--- src/rtl/vanilla_wb_port_sched_if.sv ---
// rtl/vanilla_wb_port_sched_if.sv - request/grant bundle for the shared write-back port scheduler
interface vanilla_wb_port_sched_if #(
    parameter int num_req_p = 4,
    parameter int lg_req_p  = (num_req_p > 1) ? $clog2(num_req_p) : 1
);
    logic [num_req_p-1:0] reqs;
    logic [num_req_p-1:0] lock;
    logic                 ready;
    logic [num_req_p-1:0] grants;
    logic [lg_req_p-1:0]  grant_id;
    logic                 valid;
    logic                 starved;

    modport master (
        output reqs, lock, ready,
        input  grants, grant_id, valid, starved
    );

    modport slave (
        input  reqs, lock, ready,
        output grants, grant_id, valid, starved
    );
endinterface

--- src/rtl/vanilla_wb_port_sched.sv ---
// rtl/vanilla_wb_port_sched.sv - N-way write-back port arbiter: round-robin, grant lock, starvation guard
module vanilla_wb_port_sched #(
    parameter int num_req_p  = 4,
    parameter int max_wait_p = 8,
    parameter int max_lock_p = 4
) (
    input logic                    clk_i,
    input logic                    reset_i,
    vanilla_wb_port_sched_if.slave wb
);
    localparam int lg_req_lp = (num_req_p > 1) ? $clog2(num_req_p) : 1;
    localparam int wc_w_lp   = $clog2(max_wait_p + 1);
    localparam int lc_w_lp   = $clog2(max_lock_p + 1);
    localparam logic [wc_w_lp-1:0] wait_max_lp = wc_w_lp'(max_wait_p);
    localparam logic [wc_w_lp-1:0] wait_one_lp = wc_w_lp'(1);
    localparam logic [lc_w_lp-1:0] lock_one_lp = lc_w_lp'(1);

    logic [lg_req_lp-1:0] last_r, last_n;
    logic [lg_req_lp-1:0] owner_r, owner_n;
    logic                 locked_r, locked_n;
    logic [lc_w_lp-1:0]   lock_cnt_r, lock_cnt_n;
    logic [wc_w_lp-1:0]   wait_cnt_r [num_req_p];
    logic [wc_w_lp-1:0]   wait_cnt_n [num_req_p];

    logic                 starve_hit, lock_hit, rr_hit;
    logic [lg_req_lp-1:0] starve_idx, rr_idx, rr_cand;
    logic                 grant_v, by_lock, by_starve;
    logic [lg_req_lp-1:0] grant_idx;
    logic [num_req_p-1:0] grants;

    always_ff @(posedge clk_i) begin
        if (reset_i) begin
            last_r     <= '0;
            owner_r    <= '0;
            locked_r   <= 1'b0;
            lock_cnt_r <= '0;
            for (int i = 0; i < num_req_p; i++) wait_cnt_r[i] <= '0;
        end else begin
            last_r     <= last_n;
            owner_r    <= owner_n;
            locked_r   <= locked_n;
            lock_cnt_r <= lock_cnt_n;
            for (int i = 0; i < num_req_p; i++) wait_cnt_r[i] <= wait_cnt_n[i];
        end
    end

    // Grant selection: starvation beats lock beats round-robin, all gated by ready.
    always_comb begin
        starve_hit = 1'b0;
        starve_idx = '0;
        for (int i = num_req_p - 1; i >= 0; i--) begin
            if (wb.reqs[i] && wait_cnt_r[i] == wait_max_lp) begin
                starve_hit = 1'b1;
                starve_idx = lg_req_lp'(i);
            end
        end

        lock_hit = locked_r && wb.reqs[owner_r];

        // Scan downward so the slot right after last_r is the final (winning) assignment.
        rr_hit  = 1'b0;
        rr_idx  = '0;
        rr_cand = '0;
        for (int k = num_req_p; k >= 1; k--) begin
            rr_cand = lg_req_lp'((int'(last_r) + k) % num_req_p);
            if (wb.reqs[rr_cand]) begin
                rr_hit = 1'b1;
                rr_idx = rr_cand;
            end
        end

        grant_v   = 1'b0;
        by_lock   = 1'b0;
        by_starve = 1'b0;
        grant_idx = '0;
        if (wb.ready) begin
            if (starve_hit) begin
                grant_v   = 1'b1;
                by_starve = 1'b1;
                grant_idx = starve_idx;
            end else if (lock_hit) begin
                grant_v   = 1'b1;
                by_lock   = 1'b1;
                grant_idx = owner_r;
            end else if (rr_hit) begin
                grant_v   = 1'b1;
                grant_idx = rr_idx;
            end
        end

        grants = '0;
        if (grant_v) grants[grant_idx] = 1'b1;

        wb.grants   = grants;
        wb.grant_id = grant_idx;
        wb.valid    = |wb.reqs;
        wb.starved  = by_starve;
    end

    always_comb begin
        last_n     = last_r;
        owner_n    = owner_r;
        locked_n   = locked_r;
        lock_cnt_n = lock_cnt_r;

        if (grant_v) begin
            last_n = grant_idx;
            if (by_lock) begin
                lock_cnt_n = lock_cnt_r + lock_one_lp;
                locked_n   = wb.lock[grant_idx] && (int'(lock_cnt_r) + 1 < max_lock_p);
            end else begin
                owner_n    = grant_idx;
                lock_cnt_n = lock_one_lp;
                locked_n   = wb.lock[grant_idx] && (max_lock_p > 1);
            end
        end else if (locked_r && !wb.reqs[owner_r]) begin
            locked_n = 1'b0;
        end

        // Counters only advance on cycles where the port could have served the requester.
        for (int i = 0; i < num_req_p; i++) begin
            wait_cnt_n[i] = wait_cnt_r[i];
            if (grants[i] || !wb.reqs[i]) begin
                wait_cnt_n[i] = '0;
            end else if (wb.ready && wait_cnt_r[i] != wait_max_lp) begin
                wait_cnt_n[i] = wait_cnt_r[i] + wait_one_lp;
            end
        end
    end
endmodule

--- src/flat_wrapper.sv ---
// flat-port wrapper written by rule: the top's interface ports become plain ports
module vanilla_wb_port_sched_flat 
#(
    parameter int num_req_p  = 4,
    parameter int max_wait_p = 8,
    parameter int max_lock_p = 4
)
  (clk_i, reset_i, wb_reqs, wb_lock, wb_ready, wb_grants, wb_grant_id, wb_valid, wb_starved);
  vanilla_wb_port_sched_if #(.num_req_p(num_req_p)) wb_i ();
  input logic clk_i;
  input logic reset_i;
  input wire logic [$bits(wb_i.reqs)-1:0] wb_reqs;
  input wire logic [$bits(wb_i.lock)-1:0] wb_lock;
  input wire logic [$bits(wb_i.ready)-1:0] wb_ready;
  output wire logic [$bits(wb_i.grants)-1:0] wb_grants;
  output wire logic [$bits(wb_i.grant_id)-1:0] wb_grant_id;
  output wire logic [$bits(wb_i.valid)-1:0] wb_valid;
  output wire logic [$bits(wb_i.starved)-1:0] wb_starved;
  assign wb_i.reqs = wb_reqs;
  assign wb_i.lock = wb_lock;
  assign wb_i.ready = wb_ready;
  assign wb_grants = wb_i.grants;
  assign wb_grant_id = wb_i.grant_id;
  assign wb_valid = wb_i.valid;
  assign wb_starved = wb_i.starved;
  vanilla_wb_port_sched #(.num_req_p(num_req_p), .max_wait_p(max_wait_p), .max_lock_p(max_lock_p)) u_core (.clk_i(clk_i), .reset_i(reset_i), .wb(wb_i));
endmodule
--- config.mk ---
export PLATFORM = sky130hd
export DESIGN_NAME = vanilla_wb_port_sched_flat
export DESIGN_NICKNAME = d
export VERILOG_FILES = /design/src/rtl/vanilla_wb_port_sched_if.sv /design/src/rtl/vanilla_wb_port_sched.sv /design/src/flat_wrapper.sv
export SDC_FILE = /design/constraint.sdc
export NUM_CORES = 1
export LEC_CHECK = 0
export CAP_MARGIN = 20
export CORE_UTILIZATION = 55
export CTS_CLUSTER_DIAMETER = 50
export DETAILED_ROUTE_END_ITERATION = 6
export GPL_TIMING_DRIVEN = 0
export PLACE_DENSITY_LB_ADDON = 0.1
export SLEW_MARGIN = 10
export SYNTH_ARGS = -nofsm -noshare
export SYNTH_HDL_FRONTEND = slang
export SYNTH_SLANG_ARGS = --single-unit
--- constraint.sdc ---
create_clock -name clk_i -period 3.25 [get_ports clk_i]
set_clock_uncertainty 0.05 [all_clocks]
set_input_delay 0.65 -clock clk_i [delete_from_list [all_inputs] [get_ports clk_i]]
set_output_delay 0.65 -clock clk_i [all_outputs]
set_load 0.02 [all_outputs]
==> results_dict.tcl, run 1 <==
set metrics [dict create \
    ioPinCount 19 \
    fin_total_pwr_uw 577.2 \
    worstSetupEndpointType "output pin" \
    async_flop_share 0 \
    arrival_ps 2460 \
    via_count 1375 \
    clockBufferDepth 2 \
    std_cell_rows 18 \
    synth_area_sq_um 1536 \
    rsz0062_at_grt "no" \
    final.min_clock_period_ps 3161 \
    crit_path_max_fanout 7 \
    tightest_slew_ps 475.4 \
    synth_enable_flop_cells 0 \
    cts_tree "built" \
    cts_max_level 1 \
    nFillCells 224 \
    ir_drop_mv 0.3333 \
    path_clk_slew_ps 130 \
    pre_cts_ws_ps -727.3 \
    grt-ovfl-total 0 \
    drive_above_1_share 0.1294 \
    fin_ws_ps 88.67 \
    place_hpwl_um 2587 \
    area_growth_pct 12.46 \
    start_util 0.5984 \
    post-route-drc-count 0 \
    grt_pass1_vias 1275 \
    hp-class "reg -> reg" \
    grt_first_pass_wirelength_um 5299 \
    cts-buffers-inserted 3 \
    gr-usage-met2 0.4357 \
    cp.required_ps 2550 \
    gr-usage-met3 0.03611 \
    busiest_layer "met2" \
    grt_antenna_before_repair 0 \
    status "finished clean" \
    syn_nets 202 \
    diodes 0 \
    drt_iter0_drc 32 \
    max_slew_margin 0.6824 \
    totalWireLength_um 3292 \
    clk-insertion-delay-late_ps 310 \
    num-nets-final 223 \
    drt-pass1-iter-count 4 \
    fp.dieArea_sq_um 3009 \
    core-area_sq_um 2567 \
    avgSynthCellArea_sq_um 8.442 \
    fin_tns_setup_ps 0 \
    synth_warnings 0 \
    grt_max_degree 13 \
    wire_per_inst_um 14.25 \
    fp.dieW_um 54.86 \
    multi_input_area_sq_um 950.9 \
    p_leak_nw 0.6742 \
    clkSinkCount 24 \
    finalHoldViolations 0 \
    root_buffer "clkbuf_4" \
    synthDistinctLibCells 39 \
    ys_seq_area_frac 0.3127 \
    setup_viol 0 \
    final_antenna_net_count 0 \
    synth_ff_type "dfxtp_1" \
    maxSlewViolCount 0 \
    routed_via_density 5.952 \
    track_usage 0.2517 \
    io_buffers 15 \
    cap_violations 0 \
    gp_congestion 0.8310 \
    fin_crit_sh 0.9727 \
    regArea_sq_um 481.7 \
    synthCells 182 \
    powerDensity_nw_per_um2 334.0 \
    cp-start-kind "input port" \
    die_y_um 54.86 \
    grtUsageMet1 0.3037 \
    synth_seq_cells 24 \
    path_class "in -> out" \
    fmax_mhz 316.3 \
]
## cell usage after synthesis (2+ instances only)
cell      number  area share
o211ai_2       2       0.016
nor2_1        28       0.068
clkbuf_1       3      0.0073
nand2_1       16       0.039
xnor2_1        4       0.023
a22oi_1        2      0.0098
mux2i_1        7       0.046
and2_1         3       0.012
a211oi_1       6       0.029
o21ai_0        9       0.029
nand4b_1       5       0.029
nand3_1        3      0.0098
nor2b_1        2      0.0081
a21oi_1        7       0.023
ha_1           9       0.073
dfxtp_1       24        0.31
o311ai_4       2       0.034
buf_6          2       0.015
inv_1         14       0.034
or4_4          2       0.015
nand4_1        5       0.020
o211ai_1       3       0.015
xor2_1         6       0.034
nor3b_1        3       0.015
## final timing paths
kind                              from                   end  slack [ps]  cells after the start
hold / removal    u_core.lock_cnt_r[2]  u_core.lock_cnt_r[2]         470                      2
hold reg to reg   u_core.lock_cnt_r[2]  u_core.lock_cnt_r[2]         470                      2
setup reg to reg     u_core.owner_r[1]       u_core.locked_r         990                      7
setup / recovery            wb_reqs[0]        wb_grant_id[0]          90                      7
## registers in the layout, summed over array words and instances, names as in the netlist
name	count
u_core.last_r	2
u_core.lock_cnt_r	3
u_core.locked_r	1
u_core.owner_r	2
u_core.wait_cnt_r	16
## area by class of cell
cell class,instances,area share
plain buffers,6,0.02172
well taps,30,0.02172
multi-input cells,136,0.5503
flip-flops and latches,24,0.2788
clock buffers,3,0.01303
inverters,16,0.03910
repair buffers,16,0.07531
## routing by layer
layer	part of all wire	wire length [um]	vias up
met2	0.50	1639	37
met4	0.0097	32	0
met3	0.040	133	6
li1	-	-	675
met5	0	0	-
met1	0.45	1487	657
## cell usage in the layout, fill, tap and decap left out, types with 2 or more instances in the layout
cell type | Yosys | layout
nor2_1 | 28 | 28
dfxtp_1 | 24 | 23
nand2_1 | 16 | 16
inv_1 | 14 | 14
o21ai_0 | 9 | 9
ha_1 | 9 | 9
mux2i_1 | 7 | 7
a21oi_1 | 7 | 7
clkdlybuf4s50_1 | 0 | 7
a211oi_1 | 6 | 6
xor2_1 | 6 | 6
nand4b_1 | 5 | 5
nand4_1 | 5 | 5
xnor2_1 | 4 | 4
clkbuf_2 | 0 | 4
clkbuf_1 | 3 | 3
nand3_1 | 3 | 3
and2_1 | 3 | 3
o211ai_1 | 3 | 3
nor3b_1 | 3 | 3
clkbuf_4 | 0 | 3
a22oi_1 | 2 | 2
buf_6 | 2 | 2
or4_4 | 2 | 2
o211ai_2 | 2 | 2
nor2b_1 | 2 | 2
o311ai_4 | 2 | 2
clkdlybuf4s15_2 | 0 | 2
buf_2 | 0 | 2
## worst max-delay path, cell delays in order
cell	delay, ps
clkdlybuf4s15_2	250
or4_4	560
o21ai_0	100
nor2_1	100
a21oi_4	180
inv_4	80
clkdlybuf4s50_1	540
## metrics by stage
stage | hold WS [ps] | util | instance area, sq um | instances
2_1_floorplan | 416.6 | - | 1536 | 182
3_3_place_gp | 433.6 | 0.6715 | 1724 | 227
3_5_place_dp | 448.6 | 0.6715 | 1724 | 227
4_1_cts | 467.8 | 0.6823 | 1752 | 231
5_1_grt | 504.1 | 0.6730 | 1728 | 231
6_report | 473.3 | 0.6730 | 1728 | 231
## where the power goes
| group | internal [mW] | leakage [nW] | switching [mW] |
|---|---|---|---|
| combinational | 0.0547 | 0.465 | 0.0814 |
| clock | 0.0433 | 0.0138 | 0.0855 |
| sequential | 0.304 | 0.195 | 0.00874 |
## kinds of logic after synthesis
group | Yosys count | share of synthesized area
compound gates | 40 | 0.2109
mux | 8 | 0.05293
flops | 24 | 0.3127
fa+ha+maj | 9 | 0.07329
simple gates | 69 | 0.2248
xor+xnor | 10 | 0.05700
buf+inv | 22 | 0.06840
## timing repair
action | 4_1_cts | 5_1_grt
setup buffers | 1 | 0
pin swaps | 1 | 1
gates resized for setup | 21 | 7
cloned | 0 | 0
hold buffers | 0 | 0
setup endpoints to repair | 6 | 5
(Power assumes the default switching activity.)
==> inputs of run 2 (changes only) <==
SKIP_CTS_REPAIR_TIMING = 1   (was default)
==> results_dict.tcl, run 2 (synthesized netlist as in run 1, its figures left out) <==
set metrics [dict create \
    status "finished clean" \
    cp-start-kind "input port" \
    place_hpwl_um 2587 \
    cts_max_level 1 \
    cap_violations 0 \
    cts_tree "built" \
    fin_tns_setup_ps 0 \
    grt_antenna_before_repair 0 \
    r2r-start "u_core.owner_r[1]" \
    max_slew_margin 0.6683 \
    utilization 0.6940 \
    clkSinkCount 24 \
    drive_above_1_share 0.1133 \
    clk-insertion-delay-late_ps 310 \
    tightest_slew_ps 496.5 \
    top_register "u_core.wait_cnt_r" \
    std_cell_rows 18 \
    arrival_ps 2430 \
    grt_first_pass_wirelength_um 5244 \
    gp_congestion 0.8310 \
    area_growth_pct 15.96 \
    die_y_um 54.86 \
    busiest_layer "met2" \
    diodes 0 \
    worst_path_max_delay_cell "or4_4" \
    fp.dieW_um 54.86 \
    grt_pass1_vias 1268 \
    swShare 0.3017 \
    postPlaceCellArea_sq_um 1724 \
    io_buffers 15 \
    num-nets-final 225 \
    nFillCells 216 \
    crit_end "wb_grants[2]" \
    final.min_clock_period_ps 3134 \
    rrSetupSlack_ps 990 \
    gr-usage-met2 0.4337 \
    max_stage_delay_ps 500 \
    regArea_sq_um 481.7 \
    finalHoldViolations 0 \
    post-route-cell-area_sq_um 1782 \
    crit_family "simple AND/OR/NAND/NOR gates" \
    path_cells "clkbuf_2, mux2_2, o2bb2ai_2, or4_4, a21o_1, buf_6, nor2_1, dlymetal6s2s_1" \
    grt-ovfl-total 0 \
    dp_cells 227 \
    ioPinCount 19 \
    mostFrequentLayoutCells "nor2_1 (28), dfxtp_1 (23), nand2_1 (16)" \
    final_cells 233 \
    p_leak_nw 0.7726 \
    powerDensity_nw_per_um2 328.4 \
    worstSetupStartpoint "wb_reqs[1]" \
    final_antenna_net_count 0 \
    fin_total_pwr_uw 585.1 \
    drt-pass1-iter-count 4 \
    core-area_sq_um 2567 \
    rr_worst_depth 7 \
    cp.required_ps 2550 \
    fp.dieArea_sq_um 3009 \
    crit_path_max_fanout 9 \
    top_regs "u_core.wait_cnt_r x16, u_core.lock_cnt_r x3" \
    cp_num_cells 8 \
    layout_commonest_cell "nor2_1" \
    path_clk_slew_ps 130 \
    clockBufferDepth 2 \
    cp_num_buf_inv 3 \
    rsz0062_at_grt "no" \
    worstSetupEndpointType "output pin" \
    timing.rr.end "u_core.locked_r" \
    track_usage 0.2488 \
    start_util 0.5984 \
    drt_iter0_drc 29 \
    fin_crit_sh 0.9643 \
    hp-class "reg -> reg" \
    maxSlewViolCount 0 \
    grtUsageMet1 0.2970 \
    p_clk_frac 0.219 \
    path_class "in -> out" \
    wire_per_inst_um 14.51 \
    switchingPower_uw 176.5 \
    cts-buffers-inserted 3 \
    p_seq_frac 0.535 \
    intPower_uw 408.6 \
    grt_max_degree 13 \
    routed_via_density 6.026 \
    setup_viol 0 \
    multi_input_area_sq_um 954.7 \
    via_count 1404 \
    largest_reg_flops 16 \
    gr-usage-met3 0.03611 \
    fmax_mhz 319.1 \
    p_comb_frac 0.246 \
    totalWireLength_um 3380 \
    root_buffer "clkbuf_4" \
    ir_drop_mv 0.3206 \
    post-route-drc-count 0 \
]
## run 2: cell count changes in the layout (fill, tap and decap cells not counted)
cell             delta
dlymetal6s2s_1      +7
mux2i_2             +1
clkdlybuf4s15_2     -2
clkbuf_2            -2
buf_4               +2
mux2i_1             -1
buf_2               -2
clkdlybuf4s50_1     -1
## run 2: cell type report
type | instances | area share
Buffer | 6 | 0.02107
Multi-Input combinational cell | 136 | 0.5358
Tap cell | 30 | 0.02107
Timing Repair Buffer | 18 | 0.1011
Clock buffer | 3 | 0.01264
Inverter | 16 | 0.03792
Sequential cell | 24 | 0.2704
## run 2: worst register-to-register path, delay by kind of cell, from the launching register on
kind,cells,cell delay (ps)
AOI/OAI and AO/OA,4,700
buffers and inverters,1,150
DFF,1,410
muxes,1,370
and+or+nand+nor,1,500
## run 2: worst min path at each step
stage,start,end,slack [ps],depth (start not counted)
2_1_floorplan,u_core.lock_cnt_r[0],u_core.lock_cnt_r[0],420,1
3_3_place_gp,u_core.lock_cnt_r[0],u_core.lock_cnt_r[0],430,1
3_5_place_dp,u_core.lock_cnt_r[2],u_core.lock_cnt_r[2],450,2
4_1_cts,u_core.lock_cnt_r[2],u_core.lock_cnt_r[2],470,2
5_1_grt,u_core.lock_cnt_r[0],u_core.lock_cnt_r[0],500,1
6_report,u_core.lock_cnt_r[0],u_core.lock_cnt_r[0],470,1
## run 2: per-stage QoR
step	hold WS [ps]	setup WS (ps)
after global routing	504.1	37.56
final	473.9	116.0
after detailed placement	448.6	-727.3
after CTS	467.8	-749.9
after global placement	433.6	-719.8
after floorplan	416.6	299.3
## run 2: layer usage
layer | vias up | routed length [um]
met4 | 0 | 80
met5 | - | 0
met2 | 47 | 1675
met1 | 665 | 1489
met3 | 12 | 134
li1 | 680 | -
## run 2: power by group through the flow
stage          registers [mW]  logic (mW)  clock network [mW]
6_report                0.313       0.144               0.128
5_1_grt                 0.314       0.157               0.146
4_1_cts                 0.312       0.139               0.134
3_5_place_dp            0.319       0.139                   0
3_3_place_gp            0.317       0.134                   0
2_1_floorplan           0.316      0.0956                   0
